### config.mk
export PLATFORM = sky130hd
export DESIGN_NAME = clk_div_monitor
export DESIGN_NICKNAME = d
export VERILOG_FILES = /design/src/rtl/clk_div_monitor_pkg.sv /design/src/rtl/clk_div_monitor_edge_det.sv /design/src/rtl/clk_div_monitor.sv
export SDC_FILE = /design/constraint.sdc
export NUM_CORES = 1
export LEC_CHECK = 0
export ABC_CLOCK_PERIOD_IN_PS = 1800
export CORE_UTILIZATION = 45
export DETAILED_ROUTE_END_ITERATION = 8
export PLACE_DENSITY = 0.67
export SYNTH_ARGS = -nofsm -noshare
export SYNTH_HDL_FRONTEND = slang
export SYNTH_SLANG_ARGS = --single-unit
### constraint.sdc
create_clock -name clk -period 1.8 [get_ports clk]
set_input_delay 0.27 -clock clk [delete_from_list [all_inputs] [get_ports clk]]
set_output_delay 0.27 -clock clk [all_outputs]
set_load 0.02 [all_outputs]
### src/rtl/clk_div_monitor_pkg.sv
// Shared definitions for the divided-clock monitor: FSM encoding and timeout scaling.
package clk_div_monitor_pkg;

  typedef enum logic [1:0] {
    ST_IDLE  = 2'd0,
    ST_ARM   = 2'd1,
    ST_TRACK = 2'd2
  } state_t;

  // Stuck timeout is this many expected periods without a rising edge.
  localparam int TIMEOUT_MULT = 2;

endpackage

### src/rtl/clk_div_monitor_edge_det.sv
// Registered sample of a clk-domain signal with combinational rise/fall strobes.
module edge_det (
  input  logic clk,
  input  logic rstn,
  input  logic sig,
  output logic rise,
  output logic fall
);

  logic sig_q_reg;

  always_ff @(posedge clk or negedge rstn) begin
    if (!rstn) begin
      sig_q_reg <= 1'b0;
    end else begin
      sig_q_reg <= sig;
    end
  end

  assign rise = sig & ~sig_q_reg;
  assign fall = ~sig & sig_q_reg;

endmodule

### src/rtl/clk_div_monitor.sv
// Measures period and high time of a divided clock, tracks lock against the
// expected ratio and raises sticky period, duty and stuck errors.
module clk_div_monitor
  import clk_div_monitor_pkg::*;
#(
  parameter int EXP_DIV  = 6,
  parameter int EXP_HIGH = 3,
  parameter int CNT_W    = 8,
  parameter int LOCK_CNT = 4
) (
  input  logic             clk,
  input  logic             rstn,
  input  logic             div_in,
  input  logic             err_clr,
  output logic [CNT_W-1:0] period,
  output logic [CNT_W-1:0] high_time,
  output logic             meas_valid,
  output logic             locked,
  output logic             err_period,
  output logic             err_duty,
  output logic             err_stuck
);

  localparam int                 MATCH_W    = $clog2(LOCK_CNT + 1);
  localparam logic [CNT_W-1:0]   EXP_DIV_C  = CNT_W'(EXP_DIV);
  localparam logic [CNT_W-1:0]   EXP_HIGH_C = CNT_W'(EXP_HIGH);
  localparam logic [CNT_W-1:0]   STUCK_LIM  = CNT_W'(TIMEOUT_MULT * EXP_DIV);
  localparam logic [CNT_W-1:0]   CNT_MAX    = '1;
  localparam logic [MATCH_W-1:0] LOCK_C     = MATCH_W'(LOCK_CNT);

  logic               rise;
  logic               fall;
  state_t             state_reg;
  state_t             state_next;
  logic [CNT_W-1:0]   per_cnt_reg;
  logic [CNT_W-1:0]   hi_cnt_reg;
  logic               hi_active_reg;
  logic [MATCH_W-1:0] match_cnt_reg;
  logic [CNT_W-1:0]   period_reg;
  logic [CNT_W-1:0]   high_reg;
  logic               meas_valid_reg;
  logic               locked_reg;
  logic               err_period_reg;
  logic               err_duty_reg;
  logic               err_stuck_reg;
  logic               meas_fire;
  logic               stuck_fire;
  logic               per_ok;
  logic               hi_ok;

  edge_det u_edge_det (
    .clk  (clk),
    .rstn (rstn),
    .sig  (div_in),
    .rise (rise),
    .fall (fall)
  );

  always_ff @(posedge clk or negedge rstn) begin
    if (!rstn) begin
      state_reg <= ST_IDLE;
    end else begin
      state_reg <= state_next;
    end
  end

  always_comb begin
    state_next = state_reg;
    if (stuck_fire) begin
      state_next = ST_IDLE;
    end else if (rise) begin
      case (state_reg)
        ST_IDLE:  state_next = ST_ARM;
        ST_ARM:   state_next = ST_TRACK;
        ST_TRACK: state_next = ST_TRACK;
        default:  state_next = ST_IDLE;
      endcase
    end
  end

  // The rise that leaves ARM closes the first full period, so it is reported.
  always_comb begin
    meas_fire  = rise && (state_reg != ST_IDLE);
    stuck_fire = !rise && (per_cnt_reg == STUCK_LIM);
    per_ok     = (per_cnt_reg == EXP_DIV_C);
    hi_ok      = (hi_cnt_reg == EXP_HIGH_C);
  end

  always_ff @(posedge clk or negedge rstn) begin
    if (!rstn) begin
      per_cnt_reg   <= '0;
      hi_cnt_reg    <= '0;
      hi_active_reg <= 1'b0;
    end else begin
      if (rise) begin
        per_cnt_reg <= CNT_W'(1);
      end else if (per_cnt_reg != CNT_MAX) begin
        per_cnt_reg <= per_cnt_reg + 1'b1;
      end

      if (rise) begin
        hi_cnt_reg <= CNT_W'(1);
      end else if (hi_active_reg && !fall && (hi_cnt_reg != CNT_MAX)) begin
        hi_cnt_reg <= hi_cnt_reg + 1'b1;
      end

      if (rise) begin
        hi_active_reg <= 1'b1;
      end else if (fall) begin
        hi_active_reg <= 1'b0;
      end
    end
  end

  always_ff @(posedge clk or negedge rstn) begin
    if (!rstn) begin
      period_reg     <= '0;
      high_reg       <= '0;
      meas_valid_reg <= 1'b0;
      match_cnt_reg  <= '0;
      locked_reg     <= 1'b0;
      err_period_reg <= 1'b0;
      err_duty_reg   <= 1'b0;
      err_stuck_reg  <= 1'b0;
    end else begin
      meas_valid_reg <= meas_fire;
      if (meas_fire) begin
        period_reg <= per_cnt_reg;
        high_reg   <= hi_cnt_reg;
      end

      if (stuck_fire) begin
        match_cnt_reg <= '0;
        locked_reg    <= 1'b0;
      end else if (meas_fire) begin
        if (per_ok && hi_ok) begin
          if (match_cnt_reg != LOCK_C) begin
            match_cnt_reg <= match_cnt_reg + 1'b1;
          end
          locked_reg <= (match_cnt_reg >= LOCK_C - MATCH_W'(1));
        end else begin
          match_cnt_reg <= '0;
          locked_reg    <= 1'b0;
        end
      end

      // A new error in the same cycle as err_clr keeps its flag set.
      err_period_reg <= (meas_fire && !per_ok) || (err_period_reg && !err_clr);
      err_duty_reg   <= (meas_fire && !hi_ok) || (err_duty_reg && !err_clr);
      err_stuck_reg  <= stuck_fire || (err_stuck_reg && !err_clr);
    end
  end

  assign period     = period_reg;
  assign high_time  = high_reg;
  assign meas_valid = meas_valid_reg;
  assign locked     = locked_reg;
  assign err_period = err_period_reg;
  assign err_duty   = err_duty_reg;
  assign err_stuck  = err_stuck_reg;

endmodule

==> summary.md <==
| Metric | Value |
|---|---|
| Outcome | `finished clean` |
| Setup violators final | `0` |
| I/O Pins | `25` |
| Post-synth EDFFs | `0` |
| Vias per inst | `around 5.4` |
| Final Max Slew Viols | `0` |
| Syn_nets | `199` |
| Sink Count | `between 40 and 50` |
| Reg-to-reg setup timing slack | `roughly 0.10 ns` |
| Tot GR Track Use | `0.1824` |
| Avg Cell Area, Syn | `approximately 11 µm²` |
| Max-slew headroom | `0.6604` |
| Largest area contributor in the netlist | `dfrtp_1` |
| RSZ-0062 raised after global routing | `no` |
| Site row count | `24` |
| Setup crit start kind | `input port` |
| Least-Margin Pin Slew | `0.5048 ns` |
| CP Capture Type | `register` |
| Logic gate share of total power | `0.327` |
| Register area share after synthesis | `0.5276` |
| Net Sw Power | `0.9598 mW` |
| Top post-synthesis cells by count | `dfrtp_1 (44), inv_1 (15), mux2_2 (14)` |
| Num CTS Buffers | `5` |
| H-tree depth | `2` |
| GP Congestion | `about 0.81` |
| Iteration-0 DRC Markers | `64` |
| Antenna violations before repair | `0` |
| # diodes | `0` |
| Power Dens Cells | `between 1000 and 1500 mW/mm²` |
| Part of the power in the clock network | `0.240` |
| FF-to-FF End | `match_cnt_reg[1]$_DFFE_PN0P_` |
| Internal power | `2.095 mW` |
| Yosys reg bits | `44` |
| Critical Path RT | `around 2 ns` |
| Clock slew at reported path FFs | `0.08 ns` |
| Die area | `0.004914 mm²` |
| Final net count | `around 240` |
| Syn. warnings | `0` |
| Final Critical Period | `between 1.5 and 2 ns` |
| GR Overflow Total | `0` |
| CTS tree | `built` |
| Yosys top cell area share | `0.5276` |
| Clk_lat worst skew | `~0.29 ns` |
| Max Cap Viol | `0` |
| F_max | `approximately 580 MHz` |
| Largest net degree at the start of global routing | `25` |
| Maximum clock insertion buffer count | `2` |
| Placement Cell Area | `between 0.002 and 0.003 mm²` |
| Share of layout cells above drive strength 1 | `0.2009` |
| Primary FF master, synth | `dfrtp_1` |
| Post-Syn Area | `0.002087 mm²` |
| DRC Markers | `0` |
| DR WL/cell | `14.74 µm` |
| First-pass detailed-route iteration total | `4` |
| Peak supply drop | `just under 0.0008 V` |
| HP Class | `in -> async` |
| Die height | `70.10 µm` |
| CP Class | `in -> reg` |
| Initial core utilization | `0.4728` |
| Ys async rst share | `1.000` |
| Final setup TNS | `0 ns` |
| LEAKAGE | `about 1.2 nW` |
| Layout area overhead | `26.50%` |
| Final ANT Viol Nets | `0` |
| Crit Path Max Fanout | `5` |
| Final critical-path share of the clock period | `0.9611` |
| Reg2reg path depth | `7` |
| Die X | `70.10 µm` |
| Core area | `about 0.0044 mm²` |
| CP arrival | `between 1.5 and 2 ns` |
| Count leader, synth | `dfrtp_1` |
| FF-to-FF Start | `per_cnt_reg[0]$_DFFE_PN0P_` |
| Post-route design area | `0.002640 mm²` |
| Synth cell types | `45` |
| Clock root cell | `clkbuf_8` |
| Synth top area cells | `dfrtp_1 (53%), mux2_2 (7.6%), ha_1 (6.6%), inv_1 (2.7%), nand2_1 (2.3%)` |
| Sw Ratio | `0.3142` |
| Sequential Power Share | `0.432` |
| First-pass GRT wire length | `around 7000 µm` |
| Vias in the first global route | `about 1500` |
| Hold Violations, Final | `0` |
| Routed WL | `between 4000 and 5000 µm` |
| Layout Skew | `approximately 0.0045 ns` |
| Post-detail-place hpwl | `3103 µm` |
| Via count | `1529` |
| PortBufs | `24` |
| Mapped Cells | `184` |
## how the worst max path moves through the flow
stage / from / end / cells past startpoint
final: div_in / hi_cnt_reg[7]$_DFFE_PN0P_ / 7
after CTS: div_in / hi_cnt_reg[7]$_DFFE_PN0P_ / 7
after global placement: div_in / hi_cnt_reg[7]$_DFFE_PN0P_ / 7
after floorplan: hi_cnt_reg[0]$_DFFE_PN0P_ / hi_cnt_reg[7]$_DFFE_PN0P_ / 5
after detailed placement: div_in / hi_cnt_reg[7]$_DFFE_PN0P_ / 7
after global routing: hi_cnt_reg[1]$_DFFE_PN0P_ / hi_cnt_reg[6]$_DFFE_PN0P_ / 6
## cell usage in the layout (no fill, tap or decap), types with 5 or more instances in the layout
cell	netlist	layout
dfrtp_1	44	43
a21oi_1	5	5
nor2_1	8	8
nand4_1	5	5
buf_4	0	16
o21ai_0	7	7
clkdlybuf4s50_1	0	23
nand2_1	13	13
clkbuf_8	0	5
ha_1	11	11
inv_1	15	15
mux2_2	14	14
## kinds of logic after synthesis
family | share of synthesized area
simple gates | 0.1481
flops | 0.5276
compound gates | 0.1073
buf+inv | 0.03597
mux | 0.08993
fa+ha+maj | 0.06595
xor+xnor | 0.02518
## routing by layer
metal | wire length [µm] | global-route usage
met4 | 48 | 0.06889
met5 | 0 | 0
met3 | 131 | 0.03752
met2 | 2051 | 0.3034
met1 | 1911 | 0.2343
## worst max-delay path, cell delays in order
cell and delay (ns):
clkdlybuf4s50_1 0.47, inv_1 0.05, ha_1 0.19, nor2b_2 0.18, o21ai_1 0.15, or4_1 0.49, a21oi_1 0.15
## metrics by stage
step,setup slack (ns),std cells,power (mW),hold WS (ns),utilization
after floorplan,0.1377,184,1.887,-0.02559,-
after global placement,-0.2686,272,2.295,0.2515,0.5683
after detailed placement,-0.3075,272,2.338,0.2696,0.5683
after CTS,0.001996,281,3.080,0.4936,0.5950
after global routing,0.008862,281,3.246,0.5295,0.5981
final,0.06995,281,3.055,0.4774,0.5981
## repair_timing
action	4_1_cts	5_1_grt
hold buffers	1	0
setup buffers	0	0
hold endpoints to repair	20	0
gates resized for setup	0	4
endpoints found under the setup margin	0	6
## layout make-up
class                      count  area (µm²)
multi-input combinational    120       923.4
fill                         360        1774
clock inverter                 2       35.03
timing repair buffer          42       385.4
tap                           52       65.06
sequential                    44        1102
inverter                      15       56.30
clock buffer                   6       72.57
## power by group through the flow
stage	clock network [mW]	registers, mW	logic [mW]
after floorplan	0	1.46	0.430
after global placement	0	1.32	0.971
after detailed placement	0	1.34	0.996
after CTS	0.755	1.32	1.00
after global routing	0.800	1.35	1.10
final	0.734	1.32	1.00
No activity file was read; power rests on OpenSTA's default activity.
